$ cat src/rtl/dm_access_arbiter.sv
// Round-robin sequencer sharing the big-endian data memory between two requesters.
// One word access in flight at a time: IDLE -> ACCESS -> WAIT x RD_LATENCY -> DONE.
module dm_access_arbiter #(
    parameter int MEM_BYTES  = 128,
    parameter int RD_LATENCY = 1
) (
    input  logic        clk,
    input  logic        rst_n,
    input  logic        r0_req,
    input  logic        r0_we,
    input  logic [31:0] r0_addr,
    input  logic [31:0] r0_wdata,
    output logic        r0_gnt,
    output logic        r0_rvalid,
    output logic [31:0] r0_rdata,
    output logic        r0_err,
    input  logic        r1_req,
    input  logic        r1_we,
    input  logic [31:0] r1_addr,
    input  logic [31:0] r1_wdata,
    output logic        r1_gnt,
    output logic        r1_rvalid,
    output logic [31:0] r1_rdata,
    output logic        r1_err,
    output logic [31:0] dm_addr,
    output logic [31:0] dm_data,
    output logic        dm_MemRead,
    output logic        dm_MemWrite,
    input  logic [31:0] dm_rdata
);

    typedef enum logic [1:0] {S_IDLE, S_ACCESS, S_WAIT, S_DONE} state_t;

    localparam logic [31:0] LAST_WORD = 32'(MEM_BYTES - 4);
    localparam logic [2:0]  CNT_LAST  = 3'(RD_LATENCY - 1);

    state_t      state, state_nxt;
    logic [2:0]  cnt;
    logic        last_gnt;
    logic        win_p0;
    logic        we_p0;
    logic        err_p0;
    logic [31:0] addr_p0;
    logic [31:0] wdata_p0;
    logic [31:0] rdata_p1;

    logic        req_any;
    logic        pick;
    logic        sel_we;
    logic [31:0] sel_addr;
    logic [31:0] sel_wdata;
    logic        sel_err;
    logic        in_access, in_wait, in_done;
    logic        access_ok;
    logic [31:0] rd_word;

    // Arbitration: a tie goes to the requester that was not granted last.
    always_comb begin
        req_any   = r0_req | r1_req;
        pick      = (r0_req && r1_req) ? ~last_gnt : ~r0_req;
        sel_we    = pick ? r1_we    : r0_we;
        sel_addr  = pick ? r1_addr  : r0_addr;
        sel_wdata = pick ? r1_wdata : r0_wdata;
        sel_err   = (sel_addr[1:0] != 2'b00) || (sel_addr > LAST_WORD);
    end

    always_comb begin
        state_nxt = state;
        unique case (state)
            S_IDLE:   if (req_any) state_nxt = S_ACCESS;
            S_ACCESS: state_nxt = S_WAIT;
            S_WAIT:   if (cnt == CNT_LAST) state_nxt = S_DONE;
            S_DONE:   state_nxt = S_IDLE;
            default:  state_nxt = S_IDLE;
        endcase
    end

    always_ff @(posedge clk or negedge rst_n) begin
        if (!rst_n) begin
            state    <= S_IDLE;
            cnt      <= 3'd0;
            last_gnt <= 1'b1;
            win_p0   <= 1'b0;
            we_p0    <= 1'b0;
            err_p0   <= 1'b0;
            addr_p0  <= 32'd0;
            wdata_p0 <= 32'd0;
            rdata_p1 <= 32'd0;
        end else begin
            state <= state_nxt;
            if (state == S_IDLE && req_any) begin
                win_p0   <= pick;
                last_gnt <= pick;
                we_p0    <= sel_we;
                err_p0   <= sel_err;
                // Rejected accesses leave the DM bus values untouched.
                if (!sel_err) begin
                    addr_p0  <= sel_addr;
                    wdata_p0 <= sel_wdata;
                end
            end
            if (state == S_ACCESS)
                cnt <= 3'd0;
            else if (state == S_WAIT)
                cnt <= cnt + 3'd1;
            if (state == S_WAIT && cnt == CNT_LAST && !we_p0 && !err_p0)
                rdata_p1 <= dm_rdata;
        end
    end

    // Outputs decode straight from reset registers so a reset drops them at once.
    always_comb begin
        in_access   = (state == S_ACCESS);
        in_wait     = (state == S_WAIT);
        in_done     = (state == S_DONE);
        access_ok   = !err_p0;
        rd_word     = (in_done && !we_p0 && access_ok) ? rdata_p1 : 32'd0;
        r0_gnt      = in_access && !win_p0;
        r1_gnt      = in_access &&  win_p0;
        r0_rvalid   = in_done && !win_p0;
        r1_rvalid   = in_done &&  win_p0;
        r0_err      = in_done && !win_p0 && err_p0;
        r1_err      = in_done &&  win_p0 && err_p0;
        r0_rdata    = win_p0 ? 32'd0 : rd_word;
        r1_rdata    = win_p0 ? rd_word : 32'd0;
        dm_addr     = addr_p0;
        dm_data     = wdata_p0;
        dm_MemRead  = (in_access || in_wait) && !we_p0 && access_ok;
        dm_MemWrite = in_access && we_p0 && access_ok;
    end

endmodule

$ cat config.mk
export PLATFORM = sky130hd
export DESIGN_NAME = dm_access_arbiter
export DESIGN_NICKNAME = d
export VERILOG_FILES = /design/src/rtl/dm_access_arbiter.sv
export SDC_FILE = /design/constraint.sdc
export NUM_CORES = 1
export LEC_CHECK = 0
export CORE_AREA = 2 2 118 120
export DETAILED_ROUTE_END_ITERATION = 8
export DIE_AREA = 0 0 120 122
export GPL_TIMING_DRIVEN = 0
export HOLD_SLACK_MARGIN = 0.12
export PLACE_DENSITY_LB_ADDON = 0.25
export SYNTH_ARGS = -nofsm -noshare
export SYNTH_HDL_FRONTEND = slang
export SYNTH_SLANG_ARGS = --single-unit
$ cat constraint.sdc
create_clock -name clk -period 2.6 [get_ports clk]
set_input_delay 0.52 -clock clk [delete_from_list [all_inputs] [get_ports clk]]
set_output_delay 0.52 -clock clk [all_outputs]
set_load 0.05 [all_outputs]
[Word level (Yosys, flattened, before mapping)]
Index checks and enable logic that the tools add are counted.
Word-level totals
  register bits after elaboration: 105
  bits of input ports: 166
  output and inout bits: 136
  word-level logic and storage cells: 60
Cells by class
  add/subtract/negate cells: 1
  $lt $le $gt $ge: 1
  eq/ne operators: 5
  muxes and demuxes: 12
  bitwise gates (word level): 4
  reduce and logical (&&, ||, !) cells: 28
Operator list (count)
  two-way mux 32 bit: 5
  > comparator 32 x 7 -> 1 bit (second input constant): 1
  logical AND 1 bit: 17
  one-hot mux 2 bit (4 select lines): 1
  two-way mux 3 bit: 2
  equality test 2 bit (second input constant): 2
  two-way mux 2 bit: 2
  AND reduction 2 bit: 2
  nonzero test 2 bit: 2
  adder 3 x 1 -> 3 bit (second input constant): 1
  logical NOT 1 bit: 3
  logical NOT 3 bit: 1
  NOT 1 bit: 3
  equality test 2 x 1 -> 1 bit (second input constant): 1
  logical NOT 2 bit: 1
  logical OR 1 bit: 2
  two-way mux 1 bit: 2
  inequality test 2 x 1 -> 1 bit (second input constant): 1
  inequality test 2 bit (second input constant): 1
  OR 1 bit: 1

[Logic depth before layout (Yosys ltp)]
  depth after elaboration: 7
  gate-level depth with buffers: 7

[Worst setup path before layout]
Ideal clock, no wire load.
  path type: reg2out
  from: reg state[0]
  to: out r0_rdata[23]
  arrival: 1960 ps
  setup slack: 120 ps
  cell stages (with the launch flop): 5
  cell sequence: dfrtp_1 -> ha_1 -> nor2b_1 -> clkbuf_1 -> and3_1
On the way
  cells in the longest elaborated chain, start to end: 5
RTL lines
  start: declaration: RTL line 37  | state_t state, state_nxt;
  start signal: assignment: RTL line 90  | state <= state_nxt;
  equality test 2 bit: RTL line 115  | in_done = (state == S_DONE);
  logical AND 1 bit (2 in series): RTL line 117  | rd_word = (in_done && !we_p0 && access_ok) ? rdata_p1 : 32'd0;
  two-way mux 32 bit: RTL line 117
  two-way mux 32 bit: RTL line 124  | r0_rdata = win_p0 ? 32'd0 : rd_word;
  end: declaration: RTL line 15  | output logic [31:0] r0_rdata,
Every way passes these cells.

[Worst setup path in the final report]
  from: reg state[0]
  to: out r1_rvalid
On the way
  cells in the longest elaborated chain, start to end: 2
RTL lines
  equality test 2 bit: RTL line 115
  logical AND 1 bit: RTL line 121  | r1_rvalid = in_done && win_p0;
  end: declaration: RTL line 22  | output logic r1_rvalid,
Every way passes these cells.

==> qor.yml <==
status: "finished, final reports clean"
port_buffers: 301
hold_class: "input pin to async pin"
fin_total_pwr_mw: 4.20
critPathMaxFanout: 10
maxCapViolations: 0
grt_pass1_wl_um: 24300
worst_pin_slew_ps: 746
critPathKind: "flip-flop to output pin"
finalHoldViolCount: 0
h-tree-depth: 3
switching_power_mw: 1.24
slew_headroom: 0.503
dieArea_mm2: 0.0146
grt_max_degree: 57
setup_tns_ps: 0
stdcell_area_mm2: 0.00860
wire_per_inst_um: 17.8
max_freq_mhz: 399
power_leakage_nw: 4.12
synth.net_count: 571
met2_usage: 0.376
num_rows: 43
initialDrtViolationCount: 94
power_density_mw_per_mm2: 488
grt_pass1_vias: 4723
drive_gt1_frac: 0.298
cts_tree: "yes"
ant_nets: 0
yosysSeqAreaShare: 0.515
syn2layout_area_growth_pct: 68.6
rsz0062_at_grt: "no"
drc: 0
final_cells: 897
finalWorstSetupSlack_ps: 92.9
min_period_ps: 2510
critPathArrivalTime_ps: 1990
busiest_layer: "met2"
cts_root_buf: "clkbuf_16"
synth_top_area_frac: 0.510
yosys.area.top_type: "dfrtp_1"
fin_hold_ws_ps: 240
yosysUniqueCellTypes: 31
cts_made_buffers: 9
endpoint_kind: "output pin"
post-dp-hpwl_um: 12700
worstSetupStartpointType: "flip-flop"
die_h_um: 122
grt.total_usage: 0.215
pwr-share-comb: 0.264
worst_ep_required_time_ps: 2080
intPower_mw: 2.96
syn_inst: 399
post_cts_buffers: 0
drv_slew: 0
pwr-share-seq: 0.431
fp.dieW_um: 120
clock-sinks: 105
fin_skew_ps: 4.84
final_util: 0.637
finalSetupViolCount: 0
synth_seq_cells: 105
syn_area_per_cell_um2: 12.8
routabilityCongestion: 0.921
place_ws_ps: -317
met3_usage: 0.0712
place_inst: 881
fin_nets: 884
grt_overflow: 0
syn_area_mm2: 0.00510
dr.pass1.iters: 4
switching_share: 0.295
postPlaceCellArea_mm2: 0.00836
antenna_found_initial: 0
viasPerCell: 4.84
ys_warn_count: 0
routed_wirelength_um: 16000
start_util: 0.378
fin_crit_sh: 0.964
synth_area_leaders: "dfrtp_1 (51%), mux2_2 (17%), mux2_4 (8.8%)"
io_pins: 302
grtUsageMet1: 0.239
vdd_drop_max_uv: 292
clockBufferDepth: 2
clk_latency_ps: 340
diodes: 0
vias: 4344
clkPwrFrac: 0.305
coreArea_mm2: 0.0135
cts.clk_slew.worst_paths_ps: 70
==> critical path, cell delays in order (launching register included) <==
cell	delay [ps]
dfrtp_1	400
ha_1	210
and2_1	250
buf_2	250
clkdlybuf4s15_1	530
==> cell type report <==
type / instances / area, um^2
clock inverter: 6 / 41.3
sequential: 105 / 2630
multi-input combinational: 259 / 2320
fill: 1114 / 4910
clock buffer: 10 / 239
timing repair buffer: 302 / 2960
inverter: 8 / 30.0
tap: 180 / 225
buffer: 27 / 153
==> power by group through the flow <==
| stage | clock [mW] | combinational, mW | sequential [mW] |
|---|---|---|---|
| final | 1.28 | 1.11 | 1.81 |
| after global routing | 1.39 | 1.19 | 1.82 |
| after CTS | 1.32 | 1.11 | 1.80 |
| after detailed placement | 0 | 1.10 | 1.83 |
| after global placement | 0 | 1.06 | 1.83 |
| after floorplan | 0 | 0.602 | 1.81 |
==> worst paths after layout <==
check | start | to | slack (ps) | cells past startpoint
worst max-delay path | state[0]$_DFFE_PN0P_ | r1_rvalid | 90 | 4
worst min-delay path | rst_n | rdata_p1[10]$_DFFE_PN0P_ | 240 | 1
worst max register to register | last_gnt$_DFFE_PN1P_ | dm_data[21]$_DFFE_PN0P_ | 610 | 4
worst min register to register | dm_addr[22]$_DFFE_PN0P_ | dm_addr[22]$_DFFE_PN0P_ | 490 | 1
max in group asynchronous | rst_n | dm_data[24]$_DFFE_PN0P_ | 1660 | 2
min in group clk | dm_addr[22]$_DFFE_PN0P_ | dm_addr[22]$_DFFE_PN0P_ | 490 | 1
==> cells by family after synthesis <==
| kind of cell | Yosys count | share of synthesized area |
|---|---|---|
| multiplexers | 110 | 0.264 |
| AO/OA/AOI/OAI | 14 | 0.0199 |
| buffers and inverters | 35 | 0.0324 |
| adder cells (fa/ha/maj) | 6 | 0.0147 |
| flip-flops | 105 | 0.515 |
| AND/OR/NAND/NOR | 129 | 0.153 |
==> synth_stat cells <==
cell type / number
a21boi_0: 1
a32oi_1: 1
and2_1: 31
and3_1: 66
buf_2: 3
buf_6: 4
clkbuf_1: 20
dfrtp_1: 104
dfstp_2: 1
ha_1: 6
inv_1: 8
mux2_2: 78
mux2_4: 30
mux2i_1: 2
nand2_1: 7
nand3_1: 1
nand3b_1: 1
nand4_1: 4
nor2_1: 3
nor2b_1: 3
nor3_1: 1
nor4_1: 11
o2111ai_1: 1
o21a_1: 1
o21ai_0: 5
o21ai_2: 1
o22a_1: 1
o22ai_1: 1
o31ai_1: 1
o31ai_2: 1
or3_1: 1
==> sequential cells by signal (all words and copies together) (netlist names) <==
signal / count
dm_addr: 32
dm_data: 32
rdata_p1: 32
cnt: 3
state: 2
err_p0: 1
last_gnt: 1
we_p0: 1
win_p0: 1
==> routing by layer <==
layer | vias up | wire (um)
met5 | - | 0
met4 | 0 | 419
met3 | 27 | 1490
met2 | 210 | 7830
met1 | 2061 | 6230
li1 | 2046 | -
==> what timing repair did <==
item,4_1_cts,5_1_grt
setup endpoints to repair,70,57
hold buffers,0,0
resized for setup,212,59
==> cell usage in the layout (no fill, tap or decap), types with 3 or more instances in the layout <==
cell	instances
clkbuf_1	8
and2_1	31
and3_1	66
buf_2	29
clkinv_2	3
dfrtp_1	104
clkbuf_2	9
inv_1	8
buf_6	4
o21ai_0	5
dlygate4sd2_1	4
mux2_4	30
mux2_2	78
clkdlybuf4s15_2	39
nand4_1	4
nor4_1	11
ha_1	6
clkbuf_16	9
nand2_1	7
clkdlybuf4s50_1	229
No activity file was read; power rests on OpenSTA's default activity.
